[src/rtl/cic_comp_fir.sv]
// 7-tap symmetric CIC droop-compensation FIR with one shared pre-add/multiply/accumulate datapath.
// Optional output clamp to [0, 2^DOUT_W-1] when CIC_COMP_SAT_EN is defined; default wraps.
module cic_comp_fir #(
   parameter int DIN_W  = 8,
   parameter int DOUT_W = 8,
   parameter int ACC_W  = 20,
   parameter int SHIFT  = 6
) (
   input  logic              clk,
   input  logic              rst,
   input  logic [DIN_W-1:0]  din,
   input  logic              din_valid,
   input  logic              clr_ovr,
   output logic              busy,
   output logic [DOUT_W-1:0] dout,
   output logic              dout_valid,
   output logic              ovr
);

   typedef enum logic [1:0] {IDLE, MAC, DONE} state_t;

   state_t                   state_q, state_d;
   logic [DIN_W-1:0]         x_q [0:6];
   logic [DIN_W-1:0]         x_d [0:6];
   logic signed [ACC_W-1:0]  acc_q, acc_d;
   logic [1:0]               k_q, k_d;
   logic [DOUT_W-1:0]        dout_q, dout_d;
   logic                     dout_valid_q, dout_valid_d;
   logic                     ovr_q, ovr_d;

   logic [DIN_W:0]           pre;
   logic signed [7:0]        coef;
   logic signed [ACC_W-1:0]  term;
   logic [DOUT_W-1:0]        y_out;

   // Symmetric taps share one multiply: pre-add the mirrored pair, centre tap stands alone.
   always_comb begin
      pre  = '0;
      coef = '0;
      case (k_q)
         2'd0: begin pre = {1'b0, x_q[0]} + {1'b0, x_q[6]}; coef = -8'sd2;  end
         2'd1: begin pre = {1'b0, x_q[1]} + {1'b0, x_q[5]}; coef = 8'sd4;   end
         2'd2: begin pre = {1'b0, x_q[2]} + {1'b0, x_q[4]}; coef = -8'sd10; end
         default: begin pre = {1'b0, x_q[3]}; coef = 8'sd80; end
      endcase
      term = $signed({{(ACC_W-DIN_W-1){1'b0}}, pre}) * $signed({{(ACC_W-8){coef[7]}}, coef});
   end

`ifdef CIC_COMP_SAT_EN
   logic signed [ACC_W-1:0] y;
   always_comb begin
      y = acc_q >>> SHIFT;
      if (y[ACC_W-1])
         y_out = '0;
      else if (|y[ACC_W-1:DOUT_W])
         y_out = '1;
      else
         y_out = y[DOUT_W-1:0];
   end
`else
   always_comb y_out = acc_q[SHIFT +: DOUT_W];
`endif

   always_comb begin
      state_d      = state_q;
      x_d          = x_q;
      acc_d        = acc_q;
      k_d          = k_q;
      dout_d       = dout_q;
      dout_valid_d = 1'b0;
      ovr_d        = ovr_q;
      if (clr_ovr)
         ovr_d = 1'b0;
      // DONE counts as busy, so a strobe on the return-to-IDLE edge is dropped too.
      if (din_valid && state_q != IDLE)
         ovr_d = 1'b1;
      case (state_q)
         IDLE: begin
            if (din_valid) begin
               for (int unsigned i = 6; i > 0; i--)
                  x_d[i] = x_q[i-1];
               x_d[0]  = din;
               acc_d   = '0;
               k_d     = '0;
               state_d = MAC;
            end
         end
         MAC: begin
            acc_d = acc_q + term;
            k_d   = k_q + 2'd1;
            if (k_q == 2'd3)
               state_d = DONE;
         end
         DONE: begin
            dout_d       = y_out;
            dout_valid_d = 1'b1;
            state_d      = IDLE;
         end
         default: state_d = IDLE;
      endcase
   end

   always_ff @(posedge clk) begin
      if (rst) begin
         state_q      <= IDLE;
         for (int unsigned i = 0; i < 7; i++)
            x_q[i] <= '0;
         acc_q        <= '0;
         k_q          <= '0;
         dout_q       <= '0;
         dout_valid_q <= 1'b0;
         ovr_q        <= 1'b0;
      end else begin
         state_q      <= state_d;
         x_q          <= x_d;
         acc_q        <= acc_d;
         k_q          <= k_d;
         dout_q       <= dout_d;
         dout_valid_q <= dout_valid_d;
         ovr_q        <= ovr_d;
      end
   end

   assign busy       = (state_q != IDLE);
   assign dout       = dout_q;
   assign dout_valid = dout_valid_q;
   assign ovr        = ovr_q;

endmodule

[config.mk]
export PLATFORM = sky130hd
export DESIGN_NAME = cic_comp_fir
export DESIGN_NICKNAME = d
export VERILOG_FILES = /design/src/rtl/cic_comp_fir.sv
export SDC_FILE = /design/constraint.sdc
export NUM_CORES = 1
export LEC_CHECK = 0
export BUFFER_PORTS_ARGS = -buffer_cell sky130_fd_sc_hd__clkbuf_2
export CAP_MARGIN = 20
export CORE_ASPECT_RATIO = 1.25
export CORE_MARGIN = 2
export CORE_UTILIZATION = 40
export DETAILED_ROUTE_END_ITERATION = 10
export GPL_TIMING_DRIVEN = 0
export SYNTH_ARGS = -nofsm -noshare
export SYNTH_HDL_FRONTEND = slang
export SYNTH_SLANG_ARGS = --single-unit
[constraint.sdc]
create_clock -name clk -period 6.6 [get_ports clk]
set_clock_uncertainty 0.05 [all_clocks]
set_input_delay 1.32 -clock clk [delete_from_list [all_inputs] [get_ports clk]]
set_output_delay 1.32 -clock clk [all_outputs]
set_load 0.1 [all_outputs]
==> impl_metrics.csv, run 1 <==
group,metric,value,unit
hold_path,hold_path.class,"flop to flop",
critical_path,rr_worst_depth,24,
sta,rsz0062_at_grt,"true",
synthesis,yosys_warnings,0,
run,drv_cap,0,
synthesis,synth_top_area_cell,"dfxtp_1",
sta,finalCritPeriodShare,98.4,%
hold_path,min_path_cells,2,
synthesis,synth_top_area_share,26.4,%
die,die_height,144,µm
synthesis,syn_area,0.00630,mm²
clock_tree,cts_tree,"yes",
clock_tree,hold_buffers,0,
global_routing,use_met2,36.1,%
placed_design,dpl_cell_area,0.00667,mm²
placed_design,gp_congestion,0.859,
route,via_per_inst,5.07,
synthesis,synth_edf_count,0,
synthesis,synth_area_leaders,"dfxtp_1 (26%), fa_1 (15%), ha_1 (14%), nand2_1 (9.5%), a21oi_1 (7.5%)",
critical_path,worstSetupStartpoint,"x_q[49]",
finish,nFillCells,1577,
clock_tree,cts_root_buf,"clkbuf_16",
die,core,0.0155,mm²
finish,utilization,46.2,%
critical_path,path_common_cell,"fa_1",
sta,min_period,6.49,ns
route,initialDrtViolationCount,249,
synthesis,postSynthCellCount,762,
finish,drive_gt1_share,11.5,%
global_routing,grt_pass1_vias,5207,
global_routing,grt_max_degree,16,
critical_path,end_kind,"flop",
clock_tree,clockBufferDepth,2,
synthesis,synth_cell_types,59,
global_routing,overflow,0,
global_routing,grt_most_used_layer,"met2",
clock_tree,clk_latency,0.35,ns
synthesis,synthFlopType,"dfxtp_1",
route,routed_wl,16.4,mm
clock_tree,path_clk_slew,0.07,ns
critical_path,worstSetupStartpointType,"flop",
global_routing,antenna_found_initial,0,
synthesis,synthArstFlopShare,0,%
die,fp-row-count,51,
sta,slew_violations,0,
synthesis,syn_avg_cell_area,8.27,µm²
clock_tree,cts_buffers,9,
pwr,pwr_density_cell,284,mW/mm²
pwr,p_leak,3.21,nW
synthesis,ys_seq_elements,83,
critical_path,required,6.77,ns
synthesis,synth_nets,889,
sta,tightestPinTransition,0.601,ns
route,drc,0,
route,detail-route-antenna-nets,0,
clock_tree,clock_sinks,83,
synthesis,synth.most_common_cell,"nand2_1",
synthesis,synth.top_cells.by_count,"nand2_1 (160), a21oi_1 (94), dfxtp_1 (83), inv_1 (81), ha_1 (69)",
route,wl_per_cell,16.1,µm
global_routing,grt_pass1_wl,26.3,mm
critical_path,cpPeakStageDelay,0.60,ns
critical_path,path_class,"flop to flop",
die,io_pins,23,
finish,final_cell_area,0.00716,mm²
sta,hold_violations,0,
sta,setup_viol_count_final,0,
finish,area_growth,13.7,%
sta,relSlewSlack,59.9,%
placed_design,hpwlAfterDp,13.2,mm
placed_design,portBuffers,22,
critical_path,path_max_fanout,4,
critical_path,arrival,6.66,ns
global_routing,track_usage,20.8,%
global_routing,use_met1,24.2,%
die,start_util,40.6,%
critical_path,crit_path_cell_trace,"ha_1 > a21oi_2 > o211ai_1 > or3_1 > a32o_1 > a2111oi_4 > a21oi_2 > and2_1 > ha_1 > inv_1 > fa_1 > fa_1 > inv_1 > fa_1 > ha_4 > fa_1 > a21o_1 > a21oi_2 > o21ai_2 > o41ai_2 > xnor2_1 > xnor2_1 > xnor2_1 > o31ai_2",
clock_tree,htree_levels,3,
critical_path,cp_slowest_cell,"fa_1",
global_routing,grtUsageMet3,3.31,%
finish,n_antenna_cell,0,
critical_path,r2r-start,"x_q[49]",
run_status,outcome,"finished, final reports clean",
die,die_area,0.0168,mm²
route,dr.pass1.iters,5,
finish,nets,925,
pwr,ir_worst_vdd,206,µV
route,num_vias,5145,
synthesis,ys_seq_area_share,26.4,%
sta,fmaxAchievable,0.154,GHz
die,die_x,116,µm
critical_path,r2r_setup_slack,0.11,ns
hold_path,hp-start,"acc_q[10]",
state kept, by name (all words and copies together) (netlist names):
name,count
state_q,2
ovr,1
dout,8
k_q,2
dout_valid,1
x_q,56
acc_q,13
layout by cell type (no fill, tap or decap), drive strengths merged, types with 3 or more instances in the layout:
master	netlist	final
and2	12	12
nor2	33	33
a211oi	3	3
xor2	12	12
nor3	9	9
nand4b	3	3
nand3	23	23
ha	69	69
xnor2	14	14
or2	5	5
nand2	160	160
nand2b	9	9
inv	81	83
a21oi	95	95
mux2i	7	7
a21o	10	10
clkbuf	32	65
dfxtp	83	83
o21ai	7	7
o211ai	3	3
buf	2	5
o2111ai	3	3
fa	46	46
o21bai	4	4
layer usage:
| layer | up-vias | part of all wire (%) |
|---|---|---|
| met4 | 0 | 4.9 |
| met1 | 2438 | 42 |
| met2 | 76 | 50 |
| met3 | 38 | 2.9 |
| met5 | - | 0 |
| li1 | 2593 | - |
per-stage QoR:
stage | TNS, ns | power [mW] | setup slack (ns) | hold slack (ns) | instances
floorplan | 0 | 1.31 | 0.277 | 0.382 | 762
global placement | -0.534 | 1.49 | -0.534 | 0.394 | 996
detailed placement | -0.564 | 1.51 | -0.544 | 0.396 | 996
CTS | 0 | 2.04 | 0.00332 | 0.405 | 1013
global route | -0.0940 | 2.23 | -0.0940 | 0.433 | 1015
finish | 0 | 2.04 | 0.109 | 0.395 | 1015
final cells by class:
cell class | count | area (µm²) | share of cell area (%)
Buffer | 34 | 134 | 1.87
Clock buffer | 11 | 253 | 3.53
Clock inverter | 5 | 43.8 | 0.611
Inverter | 81 | 304 | 4.24
Multi-Input combinational cell | 564 | 4360 | 60.8
Sequential cell | 83 | 1670 | 23.4
Tap cell | 212 | 265 | 3.70
Timing Repair Buffer | 25 | 133 | 1.85
worst max-delay path: cells and delay by family (launching register included):
kind | cells | cell delay, ns
and+or+nand+nor | 2 | 0.57
adders and majority gates | 7 | 2.82
DFF | 1 | 0.35
buffers and inverters | 2 | 0.10
AOI/OAI and AO/OA | 10 | 1.92
xor gates and xnor gates | 3 | 0.53
path summary, 6_finish.rpt:
check         endpoint
max          acc_q[13]
min            dout[4]
max reg2reg  acc_q[13]
min reg2reg    dout[4]
repair_timing:
action / CTS / global route
endpoints found under the setup margin: 3 / 1
gates cloned: 0 / 0
resized for setup: 20 / 27
pin swaps: 8 / 19
setup buffers: 1 / 2
logic make-up after synthesis:
group / after synthesis / share of synthesized area [%]
simple gates: 268 / 19.0
compound gates: 147 / 14.5
buf+inv: 115 / 6.87
fa+ha+maj: 115 / 28.3
flops: 83 / 26.4
xor+xnor: 26 / 3.62
mux: 8 / 1.29
power breakdown:
part | leakage [nW] | switching [mW] | internal [mW] | total [mW]
Clock | 0.140 | 0.219 | 0.280 | 0.499
Combinational | 2.39 | 0.548 | 0.446 | 0.994
Sequential | 0.676 | 0.0217 | 0.523 | 0.544
No activity file was read; power rests on OpenSTA's default activity.
==> inputs of run 2 (changes only) <==
--- a/config.mk
+++ b/config.mk
@@ -12,6 +12,7 @@
 export CORE_UTILIZATION = 40
 export DETAILED_ROUTE_END_ITERATION = 10
 export GPL_TIMING_DRIVEN = 0
+export PLACE_DENSITY = 0.65
 export SYNTH_ARGS = -nofsm -noshare
 export SYNTH_HDL_FRONTEND = slang
 export SYNTH_SLANG_ARGS = --single-unit
==> constraint.sdc (replaced) <==
create_clock -name clk -period 8.05 [get_ports clk]
set_clock_uncertainty 0.05 [all_clocks]
set_input_delay 1.61 -clock clk [delete_from_list [all_inputs] [get_ports clk]]
set_output_delay 1.61 -clock clk [all_outputs]
set_load 0.1 [all_outputs]
==> run 2 against run 1 <==
Net effect: wire length shrank 4.1%; maximum frequency shrank 9.6%; clock power shrank 21%; global-route usage shrank 0.83 points; critical endpoint unchanged; clock-buffer cell count shrank 1; largest power group unchanged; hold slack gained 0.0096 ns.
==> impl_metrics.csv, run 2 (synthesis results as in run 1) <==
group,metric,value,unit
die,die_area,0.0168,mm²
clock_tree,cts_root_buf,"clkbuf_16",
sta,finalCritPeriodShare,89.2,%
run_status,outcome,"finished, final reports clean",
route,wl_per_cell,15.5,µm
placed_design,portBuffers,22,
critical_path,path_class,"flop to flop",
critical_path,path_max_fanout,4,
global_routing,grt_max_degree,16,
route,drc,0,
die,core,0.0155,mm²
route,num_vias,5166,
sta,rsz0062_at_grt,"false",
pwr,finalPower,1.61,mW
critical_path,arrival,7.35,ns
pwr,ir_worst_vdd,152,µV
finish,most-common-layout-cells,"nand2_1 (160), a21oi_1 (94), dfxtp_1 (83)",
global_routing,antenna_found_initial,0,
clock_tree,clk_latency,0.34,ns
run,drv_cap,0,
critical_path,worstSetupStartpointType,"flop",
critical_path,required,8.21,ns
clock_tree,hold_buffers,0,
finish,n_antenna_cell,0,
die,fp-row-count,51,
die,die_height,144,µm
pwr,p_leak,3.16,nW
sta,relSlewSlack,49.7,%
sta,hold_violations,0,
global_routing,overflow,0,
clock_tree,cts_setup_buffers,0,
critical_path,end_kind,"flop",
finish,largest_reg_flops,56,
route,routed_wl,15.7,mm
finish,drive_gt1_share,6.38,%
global_routing,grt_pass1_vias,5048,
placed_design,preCtsSetupSlack,0.886,ns
clock_tree,htree_levels,3,
route,detail-route-antenna-nets,0,
placed_design,place_inst,996,
clock_tree,cts_resized,0,
route,via_per_inst,5.10,
finish,nets,922,
finish,top_register,"x_q",
sta,slew_violations,0,
die,io_pins,23,
hold_path,hold_path.class,"flop to flop",
clock_tree,clockBufferDepth,2,
global_routing,grt_pass1_wl,25.4,mm
finish,fin_cells,1012,
clock_tree,cts_tree,"yes",
clock_tree,cts_buffers,9,
sta,tightestPinTransition,0.752,ns
die,start_util,40.6,%
placed_design,gp_congestion,0.871,
sta,setup_viol_count_final,0,
placed_design,hpwlAfterDp,12.9,mm
finish,area_growth,10.4,%
route,initialDrtViolationCount,232,
pwr,pwr_density_cell,231,mW/mm²
critical_path,r2r_setup_slack,0.87,ns
route,dr.pass1.iters,4,
finish,final_common_cell,"nand2_1",
global_routing,track_usage,20.0,%
sta,fin_setup_tns,0,ns
sta,holdWs,0.405,ns
sta,min_period,7.18,ns
sta,worst_slack,0.866,ns
sta,fmaxAchievable,0.139,GHz
clock_tree,clock_sinks,83,
clock_tree,path_clk_slew,0.07,ns
die,die_x,116,µm
run 2: changes by cell type in the layout (fill, tap and decap cells not counted), moves of 4 or more:
cell,before,now
a21oi_2,6,0
ha_1,63,69
a21oi_1,88,94
dfxtp_1,75,83
clkbuf_2,26,22
clkbuf_1,28,33
ha_4,4,0
dfxtp_2,7,0
run 2: worst paths after layout:
path	start	to	cells after the start
worst max-delay path	x_q[49]	acc_q[13]	23
worst min-delay path	dout[7]	dout[7]	2
worst max register to register	x_q[49]	acc_q[13]	23
worst min register to register	dout[7]	dout[7]	2
run 2: worst max-delay path: stages, from the launching register on:
cell,delay [ns]
dfxtp_1,0.41
ha_1,0.26
a21oi_1,0.21
o211ai_1,0.18
or3_1,0.35
a32o_1,0.25
a2111oi_1,0.65
nor2_1,0.14
fa_1,0.51
inv_1,0.05
fa_1,0.48
inv_1,0.07
fa_1,0.50
fa_1,0.58
fa_1,0.46
ha_1,0.35
a21o_1,0.18
a21oi_1,0.22
o21ai_1,0.13
o41ai_1,0.41
xnor2_1,0.15
xnor2_1,0.15
xnor2_1,0.22
o31ai_2,0.07
run 2: area by class of cell:
| cell class | count | area, µm² |
|---|---|---|
| Inverter | 81 | 304 |
| Clock inverter | 6 | 48.8 |
| Clock buffer | 10 | 229 |
| Multi-Input combinational cell | 564 | 4200 |
| Fill cell | 1589 | 8550 |
| Tap cell | 212 | 265 |
| Buffer | 34 | 129 |
| Sequential cell | 83 | 1660 |
| Timing Repair Buffer | 22 | 110 |
run 2: power by group:
group          leakage [nW]  internal [mW]  switching [mW]  total, mW
Clock                 0.131          0.213           0.180      0.393
Sequential            0.672          0.429          0.0176      0.446
Combinational          2.36          0.344           0.425      0.768
Total                  3.16          0.985           0.622       1.61
run 2: metrics by stage:
stage               utilization (%)  area, µm²
global placement               43.0       6670
finish                         44.8       6950
detailed placement             43.0       6670
CTS                            44.8       6950
global route                   44.8       6950
floorplan                         -       6300
run 2: metal layers:
metal | wire, µm | vias to the layer above | global-route usage [%]
li1 | - | 2595 | -
met1 | 6580 | 2468 | 23.9
met2 | 8030 | 72 | 34.5
met3 | 365 | 31 | 2.64
met4 | 714 | 0 | 10.5
met5 | 0 | - | 0
